## src/rtl/alu_pkg.sv

```systemverilog
// Shared ALU datapath definitions: FSM state encoding, saturation limits and
// slice-count helpers used by the sequential subtractor.
package alu_pkg;

    typedef enum logic [1:0] {
        IDLE = 2'd0,
        RUN  = 2'd1,
        DONE = 2'd2
    } state_e;

    localparam int unsigned MAX_W = 64;

    // Most positive two's-complement value of a w-bit word, LSB-aligned in MAX_W bits
    function automatic logic [MAX_W-1:0] sat_pos(input int unsigned w);
        return (64'd1 << (w - 32'd1)) - 64'd1;
    endfunction

    function automatic logic [MAX_W-1:0] sat_neg(input int unsigned w);
        return 64'd1 << (w - 32'd1);
    endfunction

    function automatic int unsigned nslice(input int unsigned w, input int unsigned s);
        return w / s;
    endfunction

endpackage

```

## src/rtl/add_slice.sv

```systemverilog
// Combinational SLICE-bit adder. Every carry is formed from the group
// generate/propagate of the bits below it, so no carry waits on another.
module add_slice #(
    parameter int unsigned SLICE = 4
) (
    input  logic [SLICE-1:0] x,
    input  logic [SLICE-1:0] y,
    input  logic             cin,
    output logic [SLICE-1:0] s,
    output logic             cout,
    output logic             cin_msb
);

    logic [SLICE-1:0] p_s;
    logic [SLICE-1:0] g_s;
    logic [SLICE:0]   c_s;

    assign p_s = x ^ y;
    assign g_s = x & y;

    // Lookahead carries: c[i+1] = G[i:0] | (P[i:0] & cin)
    always_comb begin
        logic gg_s;
        logic pp_s;
        gg_s   = 1'b0;
        pp_s   = 1'b1;
        c_s    = '0;
        c_s[0] = cin;
        for (int i = 0; i < SLICE; i++) begin
            gg_s       = g_s[i] | (p_s[i] & gg_s);
            pp_s       = pp_s & p_s[i];
            c_s[i + 1] = gg_s | (pp_s & cin);
        end
    end

    assign s       = p_s ^ c_s[SLICE-1:0];
    assign cout    = c_s[SLICE];
    assign cin_msb = c_s[SLICE-1];

endmodule

```

## src/rtl/sub_seq_sat.sv

```systemverilog
// Slice-serial subtractor: a - b as a + ~b + 1, SLICE bits per cycle through a
// single add_slice, with optional saturation on signed overflow.
module sub_seq_sat
    import alu_pkg::*;
#(
    parameter int unsigned WIDTH = 16,
    parameter int unsigned SLICE = 4,
    parameter bit          SAT   = 1'b1
) (
    input  logic             clk,
    input  logic             rst_n,
    input  logic             start_valid,
    output logic             start_ready,
    input  logic [WIDTH-1:0] a,
    input  logic [WIDTH-1:0] b,
    output logic             res_valid,
    input  logic             res_ready,
    output logic [WIDTH-1:0] diff,
    output logic             borrow,
    output logic             ovfl,
    output logic             zero,
    output logic             neg
);

    localparam int unsigned NSLICE = nslice(WIDTH, SLICE);
    localparam int unsigned IDX_W  = (NSLICE > 1) ? $clog2(NSLICE) : 1;
    localparam int unsigned ACC_W  = (NSLICE > 1) ? (WIDTH - SLICE) : 1;
    localparam logic [IDX_W-1:0] LAST_IDX  = IDX_W'(NSLICE - 1);
    localparam logic [MAX_W-1:0] SAT_POS_L = sat_pos(WIDTH);
    localparam logic [MAX_W-1:0] SAT_NEG_L = sat_neg(WIDTH);

    if ((WIDTH % SLICE) != 0 || WIDTH > MAX_W) begin : g_bad_width
        $error("sub_seq_sat: WIDTH must be a multiple of SLICE and at most 64");
    end

    state_e           state_r, state_nx_s;
    logic [WIDTH-1:0] op_a_r, op_b_r;
    logic [ACC_W-1:0] acc_r;
    logic [IDX_W-1:0] idx_r;
    logic             carry_r;
    logic [WIDTH-1:0] diff_r;
    logic             borrow_r, ovfl_r, zero_r, neg_r;
    logic [SLICE-1:0] slice_s;
    logic             cout_s, cin_msb_s, ovfl_s;
    logic [WIDTH-1:0] raw_s, diff_nx_s;

    add_slice #(.SLICE(SLICE)) u_slice (
        .x       (op_a_r[SLICE-1:0]),
        .y       (op_b_r[SLICE-1:0]),
        .cin     (carry_r),
        .s       (slice_s),
        .cout    (cout_s),
        .cin_msb (cin_msb_s)
    );

    // Finished slices enter at the top of the accumulator and move down one slice per cycle
    if (NSLICE == 1) begin : g_one
        assign raw_s = slice_s;
    end else begin : g_many
        assign raw_s = {slice_s, acc_r};
    end

    // Final value; on the last slice op_a_r[SLICE-1] is still the original MSB of a
    always_comb begin
        ovfl_s = cin_msb_s ^ cout_s;
        if ((SAT == 1'b1) && ovfl_s) begin
            diff_nx_s = op_a_r[SLICE-1] ? SAT_NEG_L[WIDTH-1:0] : SAT_POS_L[WIDTH-1:0];
        end else begin
            diff_nx_s = raw_s;
        end
    end

    // State register
    always_ff @(posedge clk or negedge rst_n) begin
        if (!rst_n) begin
            state_r <= IDLE;
        end else begin
            state_r <= state_nx_s;
        end
    end

    // Next-state logic
    always_comb begin
        state_nx_s = state_r;
        case (state_r)
            IDLE:    state_nx_s = start_valid ? RUN : IDLE;
            RUN:     state_nx_s = (idx_r == LAST_IDX) ? DONE : RUN;
            DONE:    state_nx_s = res_ready ? IDLE : DONE;
            default: state_nx_s = IDLE;
        endcase
    end

    // Handshake outputs decoded from the registered state
    always_comb begin
        start_ready = (state_r == IDLE);
        res_valid   = (state_r == DONE);
    end

    // Operand/result shift registers, slice index, borrow chain and result flags
    always_ff @(posedge clk or negedge rst_n) begin
        if (!rst_n) begin
            op_a_r   <= '0;
            op_b_r   <= '0;
            acc_r    <= '0;
            idx_r    <= '0;
            carry_r  <= 1'b0;
            diff_r   <= '0;
            borrow_r <= 1'b0;
            ovfl_r   <= 1'b0;
            zero_r   <= 1'b0;
            neg_r    <= 1'b0;
        end else begin
            case (state_r)
                IDLE: begin
                    if (start_valid) begin
                        op_a_r  <= a;
                        op_b_r  <= ~b;
                        carry_r <= 1'b1;
                        idx_r   <= '0;
                    end
                end
                RUN: begin
                    op_a_r  <= op_a_r >> SLICE;
                    op_b_r  <= op_b_r >> SLICE;
                    acc_r   <= ACC_W'(raw_s >> SLICE);
                    carry_r <= cout_s;
                    idx_r   <= idx_r + IDX_W'(1);
                    if (idx_r == LAST_IDX) begin
                        diff_r   <= diff_nx_s;
                        borrow_r <= ~cout_s;
                        ovfl_r   <= ovfl_s;
                        zero_r   <= (diff_nx_s == '0);
                        neg_r    <= diff_nx_s[WIDTH-1];
                    end
                end
                DONE: begin
                end
                default: begin
                end
            endcase
        end
    end

    assign diff   = diff_r;
    assign borrow = borrow_r;
    assign ovfl   = ovfl_r;
    assign zero   = zero_r;
    assign neg    = neg_r;

endmodule
```

## config.mk

```make
export PLATFORM = sky130hd
export DESIGN_NAME = sub_seq_sat
export DESIGN_NICKNAME = d
export VERILOG_FILES = /design/src/rtl/alu_pkg.sv /design/src/rtl/add_slice.sv /design/src/rtl/sub_seq_sat.sv
export SDC_FILE = /design/constraint.sdc
export NUM_CORES = 1
export LEC_CHECK = 0
export CAP_MARGIN = 10
export CORE_MARGIN = 2
export CORE_UTILIZATION = 55
export CTS_CLUSTER_SIZE = 12
export DETAILED_ROUTE_END_ITERATION = 8
export PLACE_DENSITY = 0.94
export SLEW_MARGIN = 40
export SYNTH_ARGS = -nofsm -noshare
export SYNTH_HDL_FRONTEND = slang
export SYNTH_SLANG_ARGS = --single-unit
```

## constraint.sdc

```tcl
create_clock -name clk -period 3.1 [get_ports clk]
set_input_delay 0.62 -clock clk [delete_from_list [all_inputs] [get_ports clk]]
set_output_delay 0.62 -clock clk [all_outputs]
set_load 0.01 [all_outputs]
```

### Word-level counts from Yosys, hierarchy flattened

Cells that the tools add are included.

| operators by class | value |
|---|---|
| add/subtract/negate cells | 1 |
| multiply operators | 0 |
| divide/modulo/power cells | 0 |
| order comparisons | 0 |
| eq/ne operators | 4 |
| shifts and indexed selects | 0 |
| muxes and demuxes | 14 |
| bitwise gates (word level) | 23 |
| reductions and logical operators | 5 |

Operators by type and width:

| kind | number |
|---|---|
| $mux 16 | 4 |
| $pmux 16 s2 | 2 |
| $logic_not 16->1 | 1 |
| $not 16->16 | 1 |
| $and 1x1->1 | 10 |
| $xor 4x4->4 | 2 |
| $or 1x1->1 | 7 |
| $mux 2 | 3 |
| $pmux 2 s3 | 1 |
| $and 4x4->4 | 1 |
| $eq 2x2->1 const B | 2 |
| $pmux 2 s2 | 1 |
| $reduce_and 2->1 | 2 |
| $add 2x1->2 const B | 1 |
| $eq 2x1->1 const B | 1 |
| $logic_not 2->1 | 1 |
| $mux 1 | 2 |
| $ne 2x2->1 const B | 1 |
| $pmux 1 s2 | 1 |
| $reduce_bool 2->1 | 1 |
| $not 1->1 | 1 |
| $xor 1x1->1 | 1 |

| storage, ports and cells | value |
|---|---|
| register bits after elaboration | 69 |
| latch bits | 0 |
| memory bits (writable) | 0 |
| memory bits (read-only) | 0 |
| output and inout bits | 22 |
| word-level logic and storage cells | 58 |
| memories | 0 |

### Depth between registers and ports, before layout

Gate-level depths: netlist of run 1.

| logic depth | value |
|---|---|
| depth in word-level cells | 11 |
| gate-level depth with buffers | 8 |

### Cells and area by module

From an unflattened synthesis of run 1, not the netlist that was laid out.

| unflattened totals | value |
|---|---|
| cell total of the unflattened synthesis | 317 |
| area total of the unflattened synthesis | 3230.6 um^2 |

Modules (own cells, without submodules):

| module | times used | cells each | area each (um^2) |
|---|---|---|---|
| sub_seq_sat | 1 | 299 | 3075.4 |
| add_slice | 1 | 18 | 155.1 |

### Least setup slack after synthesis of run 1

Ideal clock, no wire load.

| timing | value |
|---|---|
| path type | register to register |
| from | register op_a_r[3] |
| to | register diff_r[15], in the netlist diff[15] |
| setup time | 0.125 ns |
| data arrival time | 1.736 ns |
| required time | 2.975 ns |
| path slack | 1.239 ns |
| cell stages (with the launch flop) | 8 |
| buffers on the path | 1 |
| period minus slack after synthesis | 1.861 ns |
| path through | dfrtp_1 > ha_1 > and4bb_1 > a22oi_2 > and2_4 > buf_12 > mux2i_1 > mux2_2 |

| between the ends | value |
|---|---|
| cells in the longest elaborated chain, start to end | 6 |

Ends and longest elaborated chain:

| item | line | RTL |
|---|---|---|
| from (decl) | sub_seq_sat.sv:37 | `logic [WIDTH-1:0] op_a_r, op_b_r;` |
| from (signal assigned) | sub_seq_sat.sv:123 | `op_a_r <= op_a_r >> SLICE;` |
| $xor 4x4->4 | add_slice.sv:18 | `assign p_s = x ^ y;` |
| $and 1x1->1 (on tied branches) | add_slice.sv:30, add_slice.sv:31 |  |
| $or 1x1->1 / $and 1x1->1 (equally long branches) | add_slice.sv:30, add_slice.sv:32 |  |
| $or 1x1->1 | add_slice.sv:32 | `c_s[i + 1] = gg_s \| (pp_s & cin);` |
| $xor 1x1->1 | sub_seq_sat.sv:65 | `ovfl_s = cin_msb_s ^ cout_s;` |
| $mux 16 (*) | sub_seq_sat.sv:66 | `if ((SAT == 1'b1) && ovfl_s) begin` |
| to (signal assigned) | sub_seq_sat.sv:129 | `diff_r <= diff_nx_s;` |
| to (decl) | sub_seq_sat.sv:41 | `logic [WIDTH-1:0] diff_r;` |

Every way passes the cells marked *; elsewhere a longest branch is shown, timed or not.
A chain may end at the register's enable or synchronous reset.

### Worst setup path in the final report of run 1

| timing | value |
|---|---|
| from | register state_r[1] |
| to | output start_ready |

| between the ends | value |
|---|---|
| cells in the longest elaborated chain, start to end | 1 |

Ends and longest elaborated chain:

| item | line | RTL |
|---|---|---|
| from (decl) | sub_seq_sat.sv:36 | `state_e state_r, state_nx_s;` |
| from (signal assigned) | sub_seq_sat.sv:78 | `state_r <= state_nx_s;` |
| $logic_not 2->1 | sub_seq_sat.sv:95 | `start_ready = (state_r == IDLE);` |
| to (decl) | sub_seq_sat.sv:13 | `output logic start_ready,` |

No other way between the ends.

==> results.cfg, run 1 <==
[status]
status = finished, final reports clean

[setup_path]
cp-startpoint = state_r[1]
cp-start-kind = flop
worstPathRequired_ps = 2480
end_kind = output pin
worst-endpoint-arrival_ps = 1510
critical_path.max_fanout = 4
rr_startpoint = op_a_r[3]
critPathKind = flop to output pin
rrSetupSlack_ps = 1010

[layout]
drive_above_1_share_pct = 7.750
design_area_um2 = 3930
nets = 437
area_growth_pct = 25.99
diodes = 0

[timing]
period_needed_ps = 2126
rsz0062_at_grt = false
fmax_ghz = 0.4704
finalSetupViolCount = 0
tightestPinTransition_ps = 703.6
slew_headroom_pct = 53.10
timing.hold.ws_ps = 313.2
fin_setup_tns_ps = 0
clock_skew_ps = 9.564
drv_slew = 0
hold_viol = 0
post-route-period-util_pct = 68.57

[die]
die_w_um = 79.31
dieArea_um2 = 6290
initial_core_util_pct = 56.65
rows = 27
coreArea_um2 = 5507
io_pins = 58
die_h_um = 79.31

[clocking]
post_cts_resized = 0
root_buffer = clkbuf_8
numCtsBuffers = 9
clockBufferDepth = 2
clock-sinks = 68
cts.hold.buffers_added = 0
worst_skew_pair.late_latency_ps = 350
cts_tree = yes
cts_max_level = 3
post_cts_buffers = 0
clk_pin_slew_ps = 70

[placed_design]
place_congestion = 0.8229
postPlaceCellArea_um2 = 3712
dpl.hpwl_um = 4384
port_buffers = 57

[synthesis]
syn_area_per_cell_um2 = 9.094
synth_adder_area_share_pct = 2.647
ys_seq_elements = 68
yosys_warnings = 0
synth_ff_type = dfrtp_1
synth_seq_area_share_pct = 54.55
syn_nets = 385
yosysUniqueCellTypes = 37
synth_edf_count = 0
synth.top_cell.area_share_pct = 54.55
ys_top_cells_by_area = dfrtp_1 (55%), nand2_1 (11%), o21ai_0 (6.9%)
synthMuxAreaShare_pct = 2.647
synth_top_area_cell = dfrtp_1
netlist_area_um2 = 3119
synthArstFlopShare_pct = 100.0
synth_top_family_by_area = simple AND/OR/NAND/NOR gates
synthSimpleGateAreaFrac_pct = 17.77
synthXorXnorAreaFrac_pct = 0.8424
syn_inst = 343
synth-compound-area-share_pct = 17.05

[global_routing]
grt_start_max_net_pins = 46
grt_first_pass_wirelength_um = 10780
grt_antenna_before_repair = 0
grt_pass1_vias = 2502
track_usage_pct = 21.96
gr-total-overflow = 0

[route]
antenna_left = 0
dr.pass1.iters = 5
wl_per_cell_um = 13.17
dr_total_vias = 2563
wirelength_um = 6214
via_per_inst = 5.430
drcViolationCount = 0
drtIter0Drc = 160

[pwr]
power_per_cell_area_nw_per_um2 = 1121
p_leak_nw = 1.791
ir_drop_v = 0.0004724

[job]
max-cap-violations = 0

[worst_hold_path]
hp-class = primary input to async pin
==> cells by family (layout without fill, tap and decap cells) <==
| logic type | after synthesis | after routing |
|---|---|---|
| mux | 7 | 7 |
| buf+inv | 29 | 86 |
| fa+ha+maj | 6 | 6 |
| compound gates | 95 | 95 |
| flops | 68 | 68 |
| simple gates | 135 | 135 |
| xor+xnor | 3 | 3 |
==> where the power goes <==
| group | internal, mW | total, mW | switching, mW |
|---|---|---|---|
| Combinational | 0.913 | 2.05 | 1.14 |
| Clock | 0.474 | 0.799 | 0.325 |
| Sequential | 1.29 | 1.56 | 0.267 |
| Total | 2.68 | 4.41 | 1.73 |
==> per-layer routing <==
layer	share of wire, %	global-route usage, %
met5	0	0
met4	2.0	9.655
met3	5.6	5.568
met2	49	36.53
met1	43	27.19
==> cells in the final DEF (no fill, tap or decap), types with 2 or more instances in the layout <==
cell type	instances
or4_1	2
o21ai_0	43
ha_1	5
mux2_4	2
nor2_1	27
nand3_1	6
buf_4	7
xnor2_1	2
a21o_1	3
mux2_2	2
mux2i_1	3
and2_1	2
clkdlybuf4s50_1	56
a21oi_1	29
dfrtp_1	68
inv_1	6
nand2b_1	2
o21ai_1	3
nand2_1	90
a31oi_1	11
bufinv_16	2
clkbuf_1	2
clkbuf_8	10
==> stage by stage <==
step	power (mW)	utilization, %	std cells	worst slack (ps)
2_1_floorplan	3.046	-	343	1239
3_3_place_gp	3.493	67.42	456	1012
3_5_place_dp	3.621	67.42	456	975.0
4_1_cts	4.426	71.37	472	956.7
5_1_grt	4.771	71.37	472	895.4
6_report	4.407	71.37	472	974.3
==> registers in the layout (all words and copies together) (netlist names) <==
signal   cells
diff        16
op_a_r      16
op_b_r      16
acc_r       12
idx_r        2
state_r      2
borrow       1
carry_r      1
ovfl         1
zero         1
==> layout make-up <==
cell class              instances  area (µm²)
clock inverters                 4       72.57
well taps                      72       90.09
multi-input cells             246        1280
fillers                       407        1577
clock buffers                  12       145.1
flip-flops and latches         68        1702
inverters                       6       22.52
repair buffers                 64       618.1
==> final timing paths <==
| kind | to | cells after the start |
|---|---|---|
| max | start_ready | 2 |
| min | diff[0] | 1 |
| max reg2reg | diff[13] | 6 |
| min reg2reg | borrow | 2 |
| max in group asynchronous | op_b_r[3] | 2 |
| min in group clk | borrow | 2 |
==> worst max-delay path: stages (launching register included) <==
cell and delay [ps]:
dfrtp_1 410, nor2_1 190, clkdlybuf4s50_1 560
==> synth_stat cells, types with 3 or more instances <==
master,number
clkbuf_1,16
nor2_1,27
a21oi_1,29
o21ai_1,3
nand2_1,90
a21o_1,3
a31oi_1,11
dfrtp_1,68
o21ai_0,43
inv_1,6
ha_1,5
nand3_1,6
mux2i_1,3
buf_2,3
Power figures use the tool's default switching activity.
==> run 2: changes to the inputs <==
--- a/config.mk
+++ b/config.mk
@@ -7,10 +7,10 @@
 export LEC_CHECK = 0
 export CAP_MARGIN = 10
 export CORE_MARGIN = 2
-export CORE_UTILIZATION = 55
+export CORE_UTILIZATION = 47
 export CTS_CLUSTER_SIZE = 12
 export DETAILED_ROUTE_END_ITERATION = 8
-export PLACE_DENSITY = 0.94
+export PLACE_DENSITY = 0.87
 export SLEW_MARGIN = 40
 export SYNTH_ARGS = -nofsm -noshare
 export SYNTH_HDL_FRONTEND = slang
==> constraint.sdc (replaced) <==
create_clock -name clk -period 1.9 [get_ports clk]
set_input_delay 0.38 -clock clk [delete_from_list [all_inputs] [get_ports clk]]
set_output_delay 0.38 -clock clk [all_outputs]
set_load 0.01 [all_outputs]
==> run 2 against run 1 <==
Global-route usage down 2.6 points. Sequential cell count unchanged. Wire length up 8.0%. Final cell count up 2.5%. Clock skew down 1.4 ps.
==> results.cfg, run 2 (synthesis results as in run 1) <==
[clocking]
cts_tree = yes
clock-sinks = 68
root_buffer = clkbuf_8
clockBufferDepth = 2
clk_pin_slew_ps = 70
cts_max_level = 3
worst_skew_pair.late_latency_ps = 350
numCtsBuffers = 9

[die]
die_w_um = 85.47
io_pins = 58
initial_core_util_pct = 48.84
die_h_um = 85.47
rows = 29
coreArea_um2 = 6386
dieArea_um2 = 7304

[layout]
diodes = 0
area_growth_pct = 29.84
fillers = 548
nets = 444
drive_above_1_share_pct = 12.04
final_common_cell = nand2_1
final_cell_mix = nand2_1 (90), dfrtp_1 (67), clkdlybuf4s50_1 (54)
seq_area_um2 = 1703
multi_input_area_um2 = 1359
design_area_um2 = 4050

[setup_path]
worstPathRequired_ps = 2140
crit_buf_inv = 1
path_cells = inv_1 -> fa_1 -> xor2_1 -> nand3_1 -> o41ai_2
reg2reg_to = zero
rr_startpoint = op_a_r[0]
worst-endpoint-arrival_ps = 2070
critical_path.max_fanout = 3
end_kind = flop
critPathKind = flop to flop
cp-start-kind = flop
rr_worst_depth = 5
rrSetupSlack_ps = 70
critPathTopFamily = adder cells
critPathMaxStageDelay_ps = 440
slowest_stage = fa_1

[worst_hold_path]
hp-class = primary input to async pin

[route]
wl_per_cell_um = 13.87
drcViolationCount = 0
dr.pass1.iters = 4
highest_layer = met4
wl_met1_um = 2851
drtIter0Drc = 145
dr_total_vias = 2578
wirelength_um = 6714
via_per_inst = 5.326
antenna_left = 0
wl_met2_um = 3403
route.met3.wl_um = 368

[pwr]
power_per_cell_area_nw_per_um2 = 1815
power_mw = 7.350
p_leak_nw = 1.848
p_sw_share_pct = 40.51
p_clk_share_pct = 14.1
ir_drop_v = 0.0009020
share_comb_of_total_power_pct = 51.0
p_seq_share_pct = 35.0
intPower_mw = 4.373
power.net_switching_mw = 2.977

[placed_design]
dpl.hpwl_um = 4721
port_buffers = 57
place_congestion = 0.9612
postPlaceCellArea_um2 = 3789

[job]
max-cap-violations = 0

[timing]
clock_skew_ps = 8.181
period_needed_ps = 1825
post-route-period-util_pct = 96.07
fmax_ghz = 0.5478
finalSetupViolCount = 0
hold_viol = 0
slew_headroom_pct = 75.59
timing.hold.ws_ps = 37.02
drv_slew = 0
fin_setup_tns_ps = 0
tightestPinTransition_ps = 366.2

[global_routing]
grt_antenna_before_repair = 0
gr-total-overflow = 0
grt_start_max_net_pins = 69
track_usage_pct = 19.35
grt_pass1_vias = 2477
grt_first_pass_wirelength_um = 11150

[status]
status = finished, final reports clean
-- run 2: through the flow --
step	cells	utilization (%)	worst slack, ps
3_5_place_dp	467	59.33	35.67
2_1_floorplan	343	-	39.39
3_3_place_gp	467	59.33	124.6
6_report	484	63.42	74.64
5_1_grt	484	63.42	-1.517
4_1_cts	483	62.19	-9.549
-- run 2: worst max-delay path by stage --
stage                     startpoint        end  slack, ps  depth (start not counted)
after floorplan            op_a_r[3]   diff[15]         40                          7
after global placement     op_a_r[1]   diff[12]        120                          6
after detailed placement   acc_r[10]       zero         40                          4
after CTS                 state_r[0]  res_valid        -10                          3
after global routing       op_b_r[3]   diff[11]         -2                          7
final                      op_a_r[0]       zero         70                          5
-- run 2: power groups by stage --
| stage | Clock (mW) | Combinational (mW) | Sequential [mW] |
|---|---|---|---|
| 4_1_cts | 1.05 | 3.60 | 2.53 |
| 6_report | 1.03 | 3.75 | 2.57 |
| 5_1_grt | 1.12 | 4.21 | 2.65 |
| 3_3_place_gp | 0 | 3.42 | 2.50 |
| 2_1_floorplan | 0 | 2.46 | 2.51 |
| 3_5_place_dp | 0 | 3.56 | 2.55 |
-- run 2: routing by layer --
metal / track usage (%) / vias to the layer above
li1: - / 1275
met1: 23.45 / 1222
met2: 33.03 / 72
met3: 5.447 / 9
met4: 6.926 / 0
met5: 0 / -
-- run 2: what timing repair did --
action                                 CTS  global route
endpoints found under the hold margin    0             0
buffers inserted                         0             1
hold buffers                             0             0
pin swaps                                0             3
setup endpoints to repair                3            15
gates resized for setup                  4            11
gates cloned                             0             0
-- run 2: layout make-up --
cell class | instances | share of cell area (%)
Clock buffer | 11 | 3.491
Clock inverter | 5 | 0.6796
Inverter | 6 | 0.5561
Multi-Input combinational cell | 246 | 33.55
Sequential cell | 68 | 42.05
Tap cell | 77 | 2.379
Timing Repair Buffer | 71 | 17.30
